## config.mk

```make
export PLATFORM = sky130hd
export DESIGN_NAME = dmem_arbiter
export DESIGN_NICKNAME = d
export VERILOG_FILES = /design/src/rtl/dmem_pkg.sv /design/src/rtl/dmem_arbiter_rr_arb2.sv /design/src/rtl/dmem_arbiter.sv
export SDC_FILE = /design/constraint.sdc
export NUM_CORES = 1
export LEC_CHECK = 0
export CAP_MARGIN = 10
export CORE_MARGIN = 2
export CORE_UTILIZATION = 35
export CTS_BUF_LIST = sky130_fd_sc_hd__clkbuf_4
export DETAILED_ROUTE_END_ITERATION = 16
export HOLD_SLACK_MARGIN = 0.05
export PLACE_DENSITY = 0.81
export SLEW_MARGIN = 20
export SYNTH_ARGS = -nofsm -noshare
export SYNTH_HDL_FRONTEND = slang
export SYNTH_SLANG_ARGS = --single-unit
```

## constraint.sdc

```tcl
create_clock -name clk -period 4.2 [get_ports clk]
set_input_delay 0.42 -clock clk [delete_from_list [all_inputs] [get_ports clk]]
set_output_delay 0.42 -clock clk [all_outputs]
set_load 0.03 [all_outputs]
```

## src/rtl/dmem_pkg.sv

```systemverilog
// Shared constants, FSM encoding and address helper for the data-memory arbiter.
package dmem_pkg;

  localparam int DMEM_DEPTH = 1024;
  localparam int DMEM_AW    = 10;
  localparam int DMEM_DW    = 32;
  localparam int OFFSET_W   = 16;

  typedef enum logic [1:0] {
    ST_IDLE    = 2'd0,
    ST_ISSUE   = 2'd1,
    ST_CAPTURE = 2'd2
  } dmem_state_e;

  // Word address is the low bits of base+offset; carries out of bit 9 are dropped.
  function automatic logic [DMEM_AW-1:0] addr_wrap(input logic [DMEM_AW-1:0] base,
                                                    input logic [DMEM_AW-1:0] off);
    return base + off;
  endfunction

endpackage

```

## src/rtl/dmem_arbiter_rr_arb2.sv

```systemverilog
// Two-way grant logic for the data-memory arbiter (module rr_arb2).
// Define DMEM_ARB_FIXED_PRIO_EN to make requester 0 win every contention.
module rr_arb2 (
  input  logic [1:0] i_req,
  input  logic       i_last,
  output logic [1:0] o_gnt
);

`ifdef DMEM_ARB_FIXED_PRIO_EN
  localparam bit FIXED_PRIO = 1'b1;
`else
  localparam bit FIXED_PRIO = 1'b0;
`endif

  always_comb begin
    o_gnt = 2'b00;
    case (i_req)
      2'b01:   o_gnt = 2'b01;
      2'b10:   o_gnt = 2'b10;
      // Contention: the requester that did not win last time goes next.
      2'b11:   o_gnt = (FIXED_PRIO || i_last) ? 2'b01 : 2'b10;
      default: o_gnt = 2'b00;
    endcase
  end

endmodule

```

## src/rtl/dmem_arbiter.sv

```systemverilog
// Two-requester arbiter/sequencer for the single-port 1024x32 data memory.
// One operation at a time: handshake, ISSUE (mem strobe), CAPTURE, then response.
module dmem_arbiter
  import dmem_pkg::*;
(
  input  logic        clk,
  input  logic        reset,
  input  logic [1:0]  req_valid,
  output logic [1:0]  req_ready,
  input  logic [1:0]  req_we,
  input  logic [63:0] req_base,
  input  logic [31:0] req_offset,
  input  logic [63:0] req_wdata,
  output logic [1:0]  resp_valid,
  output logic [31:0] resp_rdata,
  output logic        mem_en,
  output logic        mem_we,
  output logic [9:0]  mem_addr,
  output logic [31:0] mem_wdata,
  input  logic [31:0] mem_rdata,
  output logic        busy
);

  dmem_state_e r_state, w_state_nxt;

  logic [1:0]         w_gnt;
  logic               w_hs;
  logic               w_win;
  logic               w_we_sel;
  logic [DMEM_AW-1:0] w_addr_sel;
  logic [DMEM_DW-1:0] w_wdata_sel;
  logic               w_unused;

  logic               r_last_grant;
  logic               r_owner;
  logic               r_we;
  logic               r_mem_en;
  logic               r_mem_we;
  logic [DMEM_AW-1:0] r_mem_addr;
  logic [DMEM_DW-1:0] r_mem_wdata;
  logic [1:0]         r_resp_valid;
  logic [DMEM_DW-1:0] r_resp_rdata;

  rr_arb2 u_arb (
    .i_req  (req_valid),
    .i_last (r_last_grant),
    .o_gnt  (w_gnt)
  );

  // Ready is gated by the raw reset so nothing is accepted while it is held.
  assign req_ready = (r_state == ST_IDLE && reset) ? w_gnt : 2'b00;
  assign w_hs      = |(req_valid & req_ready);
  assign w_win     = w_gnt[1];

  assign w_we_sel    = w_win ? req_we[1] : req_we[0];
  assign w_wdata_sel = w_win ? req_wdata[63:32] : req_wdata[31:0];
  assign w_addr_sel  = w_win ? addr_wrap(req_base[41:32], req_offset[25:16])
                             : addr_wrap(req_base[9:0],   req_offset[9:0]);

  assign w_unused = ^{req_base[63:42], req_base[31:10],
                      req_offset[31:26], req_offset[15:10]};

  always_ff @(posedge clk or negedge reset) begin
    if (!reset) r_state <= ST_IDLE;
    else        r_state <= w_state_nxt;
  end

  always_comb begin
    w_state_nxt = r_state;
    case (r_state)
      ST_IDLE:    if (w_hs) w_state_nxt = ST_ISSUE;
      ST_ISSUE:   w_state_nxt = ST_CAPTURE;
      ST_CAPTURE: w_state_nxt = ST_IDLE;
      default:    w_state_nxt = ST_IDLE;
    endcase
  end

  always_ff @(posedge clk or negedge reset) begin
    if (!reset) begin
      r_last_grant <= 1'b1;
      r_owner      <= 1'b0;
      r_we         <= 1'b0;
      r_mem_en     <= 1'b0;
      r_mem_we     <= 1'b0;
      r_mem_addr   <= '0;
      r_mem_wdata  <= '0;
      r_resp_valid <= 2'b00;
      r_resp_rdata <= '0;
    end else begin
      // Strobe lands in the ISSUE cycle, which is always the cycle after handshake.
      r_mem_en     <= w_hs;
      r_mem_we     <= w_hs & w_we_sel;
      r_resp_valid <= 2'b00;
      if (w_hs) begin
        r_mem_addr   <= w_addr_sel;
        r_mem_wdata  <= w_wdata_sel;
        r_we         <= w_we_sel;
        r_owner      <= w_win;
        r_last_grant <= w_win;
      end
      if (r_state == ST_CAPTURE) begin
        r_resp_valid <= r_owner ? 2'b10 : 2'b01;
        r_resp_rdata <= r_we ? '0 : mem_rdata;
      end
    end
  end

  assign mem_en     = r_mem_en;
  assign mem_we     = r_mem_we;
  assign mem_addr   = r_mem_addr;
  assign mem_wdata  = r_mem_wdata;
  assign resp_valid = r_resp_valid;
  assign resp_rdata = r_resp_rdata;
  assign busy       = (r_state != ST_IDLE);

endmodule

```

==> summary.md <==
| Metric | Value |
|---|---|
| Outcome | finished, final reports clean |
| Slew HR | 29.97% |
| Total GRT Usage | 18.94% |
| DRC | 0 |
| Unrepaired setup endpoints after global routing | no |
| Via density | 4.967 |
| Post-synthesis cell area | 4227 µm² |
| Total CTS buffers | 9 |
| Setup violators final | 0 |
| Most frequent cells in the layout | clkdlybuf4s50_1, dfrtp_1, nand2_1, o21ai_1, o22ai_1 |
| I/O pins | 279 |
| Resized cells post-CTS | 0 |
| Die height | 113.9 µm |
| Min Tclk post-route | 3.439 ns |
| Clk slew on worst S/H paths | 0.12 ns |
| Total leakage power | 2.827 nW |
| Async set-reset flop share out of synthesis | 100.0% |
| H-tree depth | 3 |
| Post-Synth Adder-Cell Area | 6.276% |
| Initial antenna violation count | 0 |
| Mapped Cells | 448 |
| Largest cells by area after synthesis | dfrtp_1, nand2_1, ha_1, o22ai_1, o21ai_1 |
| Sequential share of the synthesized area | 49.17% |
| Pwr Total | 3.198 mW |
| Clock tree root buffer cell | clkbuf_4 |
| Area leader, netlist | dfrtp_1 |
| Type of origin of the critical path | primary input |
| Clk_lat worst skew | 0.41 ns |
| Fin Clk Skew | 0.01372 ns |
| Area after DPL | 6555 µm² |
| Wire length per cell | 15.05 µm |
| Die area | 12970 µm² |
| DR pass1 iterations | 4 |
| Port Buffers | 222 |
| Final worst path period share | 81.89% |
| Flops & latches, synth | 83 |
| CP max FO | 41 |
| Worst slew pin tran | 1.050 ns |
| Final cell count without fillers | 812 |
| FMAX | 290.8 MHz |
| DR vias | 4033 |
| Iteration-0 DRC Markers | 183 |
| Hold Crit Class | flip-flop to flip-flop |
| Clock buffer depth | 2 |
| Post-DP HPWL | 9485 µm |
| Global route overflow | 0 |
| Share of cells above drive strength 1 | 5.564% |
| Critical Path End Type | primary output |
| Setup TNS | 0 ns |
| Post-synth top area share | 48.55% |
| Area share of and/or/nand/nor cells after synthesis | 15.63% |
| Chip width | 113.9 µm |
| Placed cells | 795 |
| Synth Area in XOR/XNOR | 3.316% |
| Vias in the first global route | 4052 |
| Main combinational cell family by area after synthesis | compound AO/OA/AOI/OAI gates |
| Final hold vios | 0 |
| Area Growth Syn to Fin | 58.44% |
| Number of synthesized flops with an enable pin | 0 |
| Worst EP required | 3.78 ns |
| Post-Syn Nets | 666 |
| CTS tree | done |
| Arrival time at the worst endpoint | 3.02 ns |
| Antenna diode count | 0 |
| Max Slew Vio Count | 0 |
| Max-Cap Viols | 0 |
| Routed Antenna Nets | 0 |
| Initial Util | 35.48% |
| Syn Area/Cell | 9.434 µm² |
| Global-route wire length before repair | 19410 µm |
| Pwr per Cell Area | 477.6 nW/µm² |
| Multiplexer area fraction after synthesis | 0% |
| Worst setup path class | primary input to primary output |
| FP Rows | 40 |
| Synth Area in Compound Gates | 21.73% |
| Routability-driven placement congestion ratio | 0.9613 |
| Clock sinks | 83 |
| Largest net degree at the start of global routing | 67 |
| VDD IR-drop max | 0.1556 mV |
| # Post-CTS Setup Buffers | 0 |
| Design area | 6696 µm² |
| Final wirelength | 12220 µm |
| Most common cell after layout, fill and taps aside | clkdlybuf4s50_1 |
| YS warnings | 0 |
| Final #Nets | 878 |
| Distinct cells, synth | 42 |
| Top_reg_cell synth | dfrtp_1 |
| Core box area | 11910 µm² |
Yosys cell counts (3+ instances only):
master / number
nand3_1: 8
xnor2_1: 10
inv_1: 10
nand2_1: 73
clkbuf_1: 16
buf_2: 8
ha_1: 18
xor2_1: 6
o21ai_1: 43
nand2b_1: 34
nor3_1: 5
o211ai_1: 3
dfrtp_1: 82
a21oi_2: 3
a211oi_1: 3
o22ai_1: 36
a21o_1: 4
nor2_1: 13
o21ai_0: 35
a21oi_1: 11
cell type report:
type                            count  area [µm²]
Sequential cell                    83        2078
Clock inverter                      6       56.30
Tap cell                          147       183.9
Timing Repair Buffer              227        2260
Multi-Input combinational cell    328        2002
Inverter                           11       41.29
Clock buffer                       10       75.07
Fill cell                        1053        5215
worst max-delay path, cell delays in order:
cell	delay, ns
dlygate4sd3_1	0.54
buf_4	0.42
inv_1	0.10
nor2_2	0.16
o21ai_4	0.07
buf_4	0.26
inv_2	0.14
nand2_2	0.10
inv_1	0.10
clkdlybuf4s50_1	0.67
worst paths after layout:
kind | cells past startpoint | end | start | slack, ns
worst max-delay path | 10 | req_ready[1] | reset | 0.76
max in group asynchronous | 3 | mem_wdata[8] | reset | 2.72
worst min register to register | 1 | resp_valid[0] | r_owner | 0.43
worst min-delay path | 1 | resp_valid[0] | r_owner | 0.43
worst max register to register | 4 | r_we | r_last_grant | 2.28
min in group asynchronous | 2 | resp_rdata[30] | reset | 0.52
layer usage:
layer / global-route usage, % / routed length, µm / vias up / share of wire [%]
met5: 0 / 0 / - / 0
met4: 7.073 / 216 / 0 / 1.8
met3: 4.835 / 884 / 16 / 7.2
met2: 33.33 / 6086 / 151 / 50
met1: 22.30 / 5035 / 1869 / 41
li1: - / - / 1997 / -
registers in the layout (all words and copies together), names as in the netlist:
signal / cells
mem_wdata: 32
resp_rdata: 32
mem_addr: 10
r_state: 2
resp_valid: 2
mem_en: 1
mem_we: 1
r_last_grant: 1
r_owner: 1
r_we: 1
through the flow:
| stage | util, % | hold slack (ns) | setup slack, ns |
|---|---|---|---|
| global route | 56.22 | 0.4746 | 0.5317 |
| floorplan | - | 0.1244 | 2.208 |
| CTS | 56.22 | 0.4329 | 0.7053 |
| detailed placement | 55.03 | 0.4138 | 1.186 |
| global placement | 55.03 | 0.4139 | 1.222 |
| finish | 56.22 | 0.4292 | 0.7606 |
cells by family (layout without fill, tap and decap cells):
logic type | count (synthesis) | count (layout)
buffers and inverters | 37 | 254
AO/OA/AOI/OAI | 151 | 151
AND/OR/NAND/NOR | 141 | 141
XOR/XNOR | 16 | 16
adder cells (fa/ha/maj) | 20 | 20
flip-flops | 83 | 83
where the power goes:
group | internal, mW | leakage [nW] | switching (mW) | total, mW
sequential | 1.03 | 1.04 | 0.142 | 1.17
combinational | 0.698 | 1.71 | 0.880 | 1.58
clock | 0.184 | 0.0736 | 0.265 | 0.448
total | 1.91 | 2.83 | 1.29 | 3.20
what timing repair did:
item | CTS | global route
setup endpoints to repair | 0 | 0
hold buffers | 1 | 0
hold endpoints to repair | 36 | 0
(Power assumes the default switching activity.)
